$ cat config.mk
export PLATFORM = sky130hd
export DESIGN_NAME = memtile_param_delay_line_flat
export DESIGN_NICKNAME = d
export VERILOG_FILES = /design/src/rtl/memtile_delay_pkg.sv /design/src/rtl/memtile_param_delay_line_if.sv /design/src/rtl/memtile_delay_sram.sv /design/src/rtl/memtile_param_delay_line.sv /design/src/flat_wrapper.sv
export SDC_FILE = /design/constraint.sdc
export NUM_CORES = 1
export LEC_CHECK = 0
export ABC_AREA = 1
export CAP_MARGIN = 30
export CORE_UTILIZATION = 45
export CTS_CLUSTER_DIAMETER = 120
export DETAILED_ROUTE_END_ITERATION = 12
export DONT_BUFFER_PORTS = 1
export PLACE_DENSITY_LB_ADDON = 0.12
export SYNTH_ARGS = -nofsm -noshare
export SYNTH_HDL_FRONTEND = slang
export SYNTH_HIERARCHICAL = 1
export SYNTH_SLANG_ARGS = --single-unit
$ cat constraint.sdc
create_clock -name clk -period 6.8 [get_ports clk]
set_clock_uncertainty 0.15 [all_clocks]
set_input_delay 1.36 -clock clk [delete_from_list [all_inputs] [get_ports clk]]
set_output_delay 1.36 -clock clk [all_outputs]
set_load 0.005 [all_outputs]
$ cat src/rtl/memtile_delay_pkg.sv
// Shared widths, constants and helpers for the parametrised delay-line memtile.
package memtile_delay_pkg;

    localparam int MIN_DELAY = 1;

    function automatic int ptr_w(input int depth);
        return (depth > 1) ? $clog2(depth) : 1;
    endfunction

    // One extra bit so the delay register can hold DEPTH itself.
    function automatic int dly_w(input int depth);
        return ptr_w(depth) + 1;
    endfunction

endpackage

$ cat src/rtl/memtile_param_delay_line_if.sv
// Stream, configuration and status signals of the delay line, bundled for port use.
interface memtile_param_delay_line_if #(
    parameter int CHANNELS = 1,
    parameter int WIDTH    = 16,
    parameter int DEPTH    = 64
);
    import memtile_delay_pkg::*;

    localparam int DLY_W = dly_w(DEPTH);

    logic                           flush;
    logic                           clk_en;
    logic                           cfg_load;
    logic [DLY_W-1:0]               cfg_delay;
    logic                           cfg_clamped;
    logic                           valid_in;
    logic [CHANNELS-1:0][WIDTH-1:0] data_in;
    logic                           valid_out;
    logic [CHANNELS-1:0][WIDTH-1:0] data_out;

    modport master (
        output flush, clk_en, cfg_load, cfg_delay, valid_in, data_in,
        input  cfg_clamped, valid_out, data_out
    );

    modport slave (
        input  flush, clk_en, cfg_load, cfg_delay, valid_in, data_in,
        output cfg_clamped, valid_out, data_out
    );

endinterface

$ cat src/rtl/memtile_delay_sram.sv
// Simple dual-port 1R1W buffer with registered read output; contents are never reset.
module memtile_delay_sram #(
    parameter int DEPTH  = 64,
    parameter int ADDR_W = 6,
    parameter int WORD_W = 17
) (
    input  logic              clk,
    input  logic              we,
    input  logic [ADDR_W-1:0] waddr,
    input  logic [WORD_W-1:0] wdata,
    input  logic              re,
    input  logic [ADDR_W-1:0] raddr,
    output logic [WORD_W-1:0] rdata
);

    logic [WORD_W-1:0] mem [DEPTH];

    always_ff @(posedge clk) begin
        if (we) begin
            mem[waddr] <= wdata;
        end
        if (re) begin
            rdata <= mem[raddr];
        end
    end

endmodule

$ cat src/rtl/memtile_param_delay_line.sv
// Multi-lane delay line: circular buffer with runtime delay 1..DEPTH, D=1 bypass and priming mask.
module memtile_param_delay_line
    import memtile_delay_pkg::*;
#(
    parameter int CHANNELS      = 1,
    parameter int WIDTH         = 16,
    parameter int DEPTH         = 64,
    parameter int DEFAULT_DELAY = 62
) (
    input  logic                      clk,
    input  logic                      rst,
    memtile_param_delay_line_if.slave bus
);

    localparam int PTR_W  = ptr_w(DEPTH);
    localparam int DLY_W  = dly_w(DEPTH);
    localparam int WORD_W = CHANNELS * WIDTH + 1;

    typedef struct packed {
        logic                           valid;
        logic [CHANNELS-1:0][WIDTH-1:0] data;
    } word_t;

    logic [PTR_W-1:0] wr_ptr_reg, wr_ptr_next;
    logic [DLY_W-1:0] delay_reg, delay_next;
    logic [DLY_W-1:0] prime_cnt_reg, prime_cnt_next;
    logic             cfg_clamped_reg, cfg_clamped_next;
    word_t            bypass_reg;

    word_t            wr_word, rd_word, stored_word;
    logic [DLY_W-1:0] cfg_clamp_val, rd_sum;
    logic [PTR_W-1:0] rd_addr;
    logic             cfg_oor, advance, use_bypass, valid_out;

    // flush and cfg_load both take the cycle over, so no word is accepted alongside them.
    assign advance    = bus.clk_en && !bus.cfg_load && !bus.flush && !rst;
    assign use_bypass = (delay_reg == DLY_W'(MIN_DELAY));
    assign wr_word    = {bus.valid_in, bus.data_in};

    always_comb begin
        cfg_oor       = 1'b0;
        cfg_clamp_val = bus.cfg_delay;
        if (bus.cfg_delay < DLY_W'(MIN_DELAY)) begin
            cfg_oor       = 1'b1;
            cfg_clamp_val = DLY_W'(MIN_DELAY);
        end else if (bus.cfg_delay > DLY_W'(DEPTH)) begin
            cfg_oor       = 1'b1;
            cfg_clamp_val = DLY_W'(DEPTH);
        end
    end

    // rd = wr - (D-1) mod DEPTH; modular wrap of the DLY_W sum keeps the result in range.
    assign rd_sum  = DLY_W'(wr_ptr_reg) + DLY_W'(DEPTH) + DLY_W'(1) - delay_reg;
    assign rd_addr = (rd_sum >= DLY_W'(DEPTH)) ? PTR_W'(rd_sum - DLY_W'(DEPTH)) : PTR_W'(rd_sum);

    always_comb begin
        wr_ptr_next      = wr_ptr_reg;
        delay_next       = delay_reg;
        prime_cnt_next   = prime_cnt_reg;
        cfg_clamped_next = cfg_clamped_reg;
        if (bus.flush) begin
            wr_ptr_next      = '0;
            delay_next       = DLY_W'(DEFAULT_DELAY);
            prime_cnt_next   = '0;
            cfg_clamped_next = 1'b0;
        end else if (bus.cfg_load) begin
            delay_next       = cfg_clamp_val;
            prime_cnt_next   = '0;
            cfg_clamped_next = cfg_clamped_reg | cfg_oor;
        end else if (bus.clk_en) begin
            wr_ptr_next = (wr_ptr_reg == PTR_W'(DEPTH - 1)) ? '0 : wr_ptr_reg + PTR_W'(1);
            if (prime_cnt_reg != delay_reg) begin
                prime_cnt_next = prime_cnt_reg + DLY_W'(1);
            end
        end
    end

    always_ff @(posedge clk) begin
        if (rst) begin
            wr_ptr_reg      <= '0;
            delay_reg       <= DLY_W'(DEFAULT_DELAY);
            prime_cnt_reg   <= '0;
            cfg_clamped_reg <= 1'b0;
        end else begin
            wr_ptr_reg      <= wr_ptr_next;
            delay_reg       <= delay_next;
            prime_cnt_reg   <= prime_cnt_next;
            cfg_clamped_reg <= cfg_clamped_next;
        end
    end

    always_ff @(posedge clk) begin
        if (advance) begin
            bypass_reg <= wr_word;
        end
    end

    memtile_delay_sram #(
        .DEPTH  (DEPTH),
        .ADDR_W (PTR_W),
        .WORD_W (WORD_W)
    ) u_sram (
        .clk   (clk),
        .we    (advance),
        .waddr (wr_ptr_reg),
        .wdata (wr_word),
        .re    (advance && !use_bypass),
        .raddr (rd_addr),
        .rdata (rd_word)
    );

    assign stored_word     = use_bypass ? bypass_reg : rd_word;
    assign valid_out       = stored_word.valid && (prime_cnt_reg == delay_reg);
    assign bus.valid_out   = valid_out;
    assign bus.cfg_clamped = cfg_clamped_reg;

    genvar gi;
    for (gi = 0; gi < CHANNELS; gi++) begin : g_lane
        assign bus.data_out[gi] = valid_out ? stored_word.data[gi] : '0;
    end

endmodule
$ cat src/flat_wrapper.sv
// flat-port wrapper written by rule: the top's interface ports become plain ports
module memtile_param_delay_line_flat import memtile_delay_pkg::*;
#(
    parameter int CHANNELS      = 1,
    parameter int WIDTH         = 16,
    parameter int DEPTH         = 64,
    parameter int DEFAULT_DELAY = 62
)
  (clk, rst, bus_flush, bus_clk_en, bus_cfg_load, bus_cfg_delay, bus_valid_in, bus_data_in, bus_cfg_clamped, bus_valid_out, bus_data_out);
  memtile_param_delay_line_if #(.CHANNELS(CHANNELS), .WIDTH(WIDTH), .DEPTH(DEPTH)) bus_i ();
  input  logic clk;
  input  logic rst;
  input wire logic [$bits(bus_i.flush)-1:0] bus_flush;
  input wire logic [$bits(bus_i.clk_en)-1:0] bus_clk_en;
  input wire logic [$bits(bus_i.cfg_load)-1:0] bus_cfg_load;
  input wire logic [$bits(bus_i.cfg_delay)-1:0] bus_cfg_delay;
  input wire logic [$bits(bus_i.valid_in)-1:0] bus_valid_in;
  input wire logic [$bits(bus_i.data_in)-1:0] bus_data_in;
  output wire logic [$bits(bus_i.cfg_clamped)-1:0] bus_cfg_clamped;
  output wire logic [$bits(bus_i.valid_out)-1:0] bus_valid_out;
  output wire logic [$bits(bus_i.data_out)-1:0] bus_data_out;
  assign bus_i.flush = bus_flush;
  assign bus_i.clk_en = bus_clk_en;
  assign bus_i.cfg_load = bus_cfg_load;
  assign bus_i.cfg_delay = bus_cfg_delay;
  assign bus_i.valid_in = bus_valid_in;
  assign bus_i.data_in = bus_data_in;
  assign bus_cfg_clamped = bus_i.cfg_clamped;
  assign bus_valid_out = bus_i.valid_out;
  assign bus_data_out = bus_i.data_out;
  memtile_param_delay_line #(.CHANNELS(CHANNELS), .WIDTH(WIDTH), .DEPTH(DEPTH), .DEFAULT_DELAY(DEFAULT_DELAY)) u_core (.clk(clk), .rst(rst), .bus(bus_i));
endmodule
==> metrics.md <==
| Metric | Value |
|---|---|
| GRT Total Usage | 25.5% |
| Slew Viols, Final | 83 |
| Die area | 106000 µm² |
| DPL Wire Length | 74.7 mm |
| HP Class | reg -> reg |
| Clock transition at path regs | 0.06 ns |
| Drt total wl | 136 mm |
| Crit Path Category | reg -> reg |
| Syn_area_per_cell | 11.6 µm² |
| Commonest non-fill, non-tap cell in the layout | nand2_1 |
| Final instance count without filler cells | 5488 |
| P_leak | 18.6 nW |
| Die H | 325 µm |
| Num rows | 118 |
| NetSw | 3.65 mW |
| Least-Margin Pin Slew | 1.58 ns |
| Cells after Synth | 4040 |
| P&R area growth vs syn | 11.0% |
| Via-to-Cell Ratio | 5.55 |
| Xor and xnor fraction of the mapped netlist area | 0.187% |
| Layout cells sized above 1 | 8.11% |
| Largest net degree at the start of global routing | 241 |
| First-pass GRT wire length | 197 mm |
| DR iter-0 viols | 3438 |
| Synth warn | 6 |
| RSZ-0062 raised after global routing | no |
| Worst slack, placed | 2.29 ns |
| Max cap viols | 0 |
| Crit-path max FO | 71 |
| Busiest grt layer | met2 |
| Vias in the first global route | 28400 |
| Most frequent cells in the layout | 1458 x nand2_1, 1122 x edfxtp_1, 961 x nand3_1 |
| Routability cong. | 0.867 |
| Power Density | 292 nW/µm² |
| CP required | 7.21 ns |
| Final Hold Fails | 0 |
| Post-CTS Setup Repair Bufs | 0 |
| Initial antenna violation count | 4 |
| Clock sinks | 1143 |
| Core area | 103000 µm² |
| TritonCTS clock tree | built |
| Met2 Usage GRT | 40.5% |
| Power share of the clock group | 40.7% |
| CTS Buf Count | 118 |
| I/O Buffers | 0 |
| Internal power | 11.6 mW |
| Wire length per cell | 24.7 µm |
| Rel. slew slack | -5.23% |
| Final setup viols | 0 |
| Clk_lat worst skew | 0.72 ns |
| Combinational power share | 8.2% |
| Sw Ratio | 24.0% |
| Synthesized-area fraction occupied by adder cells | 0.336% |
| Die width | 325 µm |
| Post-route DRC | 0 |
| Via count | 30500 |
| Type of origin of the critical path | flip-flop |
| Simple-gate share of the synthesized area | 23.2% |
| Max FFs per register | 1088 |
| Crit path DAT | 5.04 ns |
| Post-CTS Resized | 0 |
| Clk root buf | clkbuf_16 |
| Remaining global-route overflow | 0 |
| Placed cells | 5277 |
| Worst IR drop on VDD | 0.225 mV |
| Post-route minimum period | 4.63 ns |
| Inserted Diodes | 0 |
| Post-synthesis register bit count | 1143 |
| Htree depth | 3 |
| Final period util | 68.0% |
| Maximum clock rate | 216 MHz |
| Largest buffer count on any clock path | 3 |
| Compound-Gate Fraction of Synth Area | 0.304% |
| Met3 usage | 3.41% |
| Post-layout util | 50.3% |
| Largest family of logic cells by synthesized area | simple AND/OR/NAND/NOR gates |
| Total power | 15.2 mW |
| Nets | 4059 |
| Syn_nets | 4081 |
| Starting Density | 45.3% |
| Met1 Use GR | 36.3% |
| Status | finished, violations left |
| Post-synthesis sequential area ratio | 72.7% |
| Part of the power in registers | 51.0% |
| Cell variety after synth | 37 |
| Multiplexer share of the synthesized area | 0% |
| Initial DRT Pass Iterations | 6 |
| Violated checks | slew limit |
| Post-route setup slack | 2.17 ns |
| Total negative slack | 0 ns |
| CP endpoint kind | flip-flop |
| Synth Cell Area | 46900 µm² |
| DRT antenna net count | 0 |
| Num ports | 47 |
| Hold Buf Count CTS | 0 |
-- cell families after synthesis --
kind of cell | count (synthesis)
and+or+nand+nor | 2539
DFF | 1143
buffers and inverters | 311
AOI/OAI and AO/OA | 25
adders and majority gates | 12
xor gates and xnor gates | 10
-- Yosys cell counts, drive strengths merged --
cell    instances  area share (%)
a21boi          1           0.016
nand3         962              10
clkbuf         58            0.46
fa              1           0.043
ha             11            0.29
o21ai           5           0.053
nand2        1462              12
nor3            2           0.032
nand4          10            0.13
nor2           89            0.77
and3            1           0.013
nor3b           2           0.032
dfxtp          21            0.90
or2             1           0.013
xnor2           3           0.056
o211ai          5           0.080
o21bai          1           0.016
inv            62            0.50
nor4            9            0.15
a21oi          13            0.14
xor2            7            0.13
edfxtp       1122              72
buf           188             2.3
nand3b          1           0.016
clkinv          3           0.024
-- per-stage QoR --
step / cell area (µm²) / hold slack [ns]
after floorplan: 46900 / 0.310
after global placement: 48400 / 0.337
after detailed placement: 48400 / 0.344
after CTS: 52100 / 0.353
after global routing: 52100 / 0.393
final: 52100 / 0.363
-- routing by layer --
metal / routed length [µm] / part of all wire, % / vias up
li1: - / - / 14100
met1: 58200 / 43 / 15100
met2: 64200 / 47 / 1086
met3: 8560 / 6.3 / 198
met4: 4680 / 3.4 / 0
met5: 0 / 0 / -
-- layout make-up --
class / instances / area [µm²]
well taps: 1380 / 1730
repair buffers: 104 / 867
clock inverters: 67 / 571
flip-flops and latches: 1143 / 34100
multi-input cells: 2586 / 11500
clock buffers: 143 / 3070
fillers: 9100 / 51400
inverters: 65 / 278
-- power by group through the flow --
stage / sequential [mW] / clock (mW) / combinational (mW)
2_1_floorplan: 7.91 / 0 / 0.803
3_3_place_gp: 7.91 / 0 / 1.24
3_5_place_dp: 7.91 / 0 / 1.24
4_1_cts: 7.76 / 6.28 / 1.24
5_1_grt: 7.76 / 6.54 / 1.35
6_report: 7.76 / 6.20 / 1.25
-- worst max-delay path: stages, from the launching register on --
cell	delay (ns)
dfxtp_1	0.66
inv_1	0.09
ha_1	0.30
inv_1	0.09
ha_4	0.13
inv_1	0.05
fa_1	0.54
inv_6	0.49
buf_4	0.78
nand3_1	0.34
nand2_1	0.21
nand2_1	0.07
nand3_1	0.10
nand3_1	0.21
nand2_1	0.13
-- worst paths after layout --
path,startpoint,to,slack [ns],cells after the start
max,u_core/wr_ptr_reg[1]$_SDFFE_PP0N_,u_core/u_sram/rdata[10]$_DFFE_PP_,2.17,14
max reg2reg,u_core/wr_ptr_reg[1]$_SDFFE_PP0N_,u_core/u_sram/rdata[10]$_DFFE_PP_,2.17,14
min,u_core/prime_cnt_reg[6]$_SDFFE_PP0P_,u_core/prime_cnt_reg[6]$_SDFFE_PP0P_,0.36,2
min reg2reg,u_core/prime_cnt_reg[6]$_SDFFE_PP0P_,u_core/prime_cnt_reg[6]$_SDFFE_PP0P_,0.36,2
No activity file was read; power rests on OpenSTA's default activity.
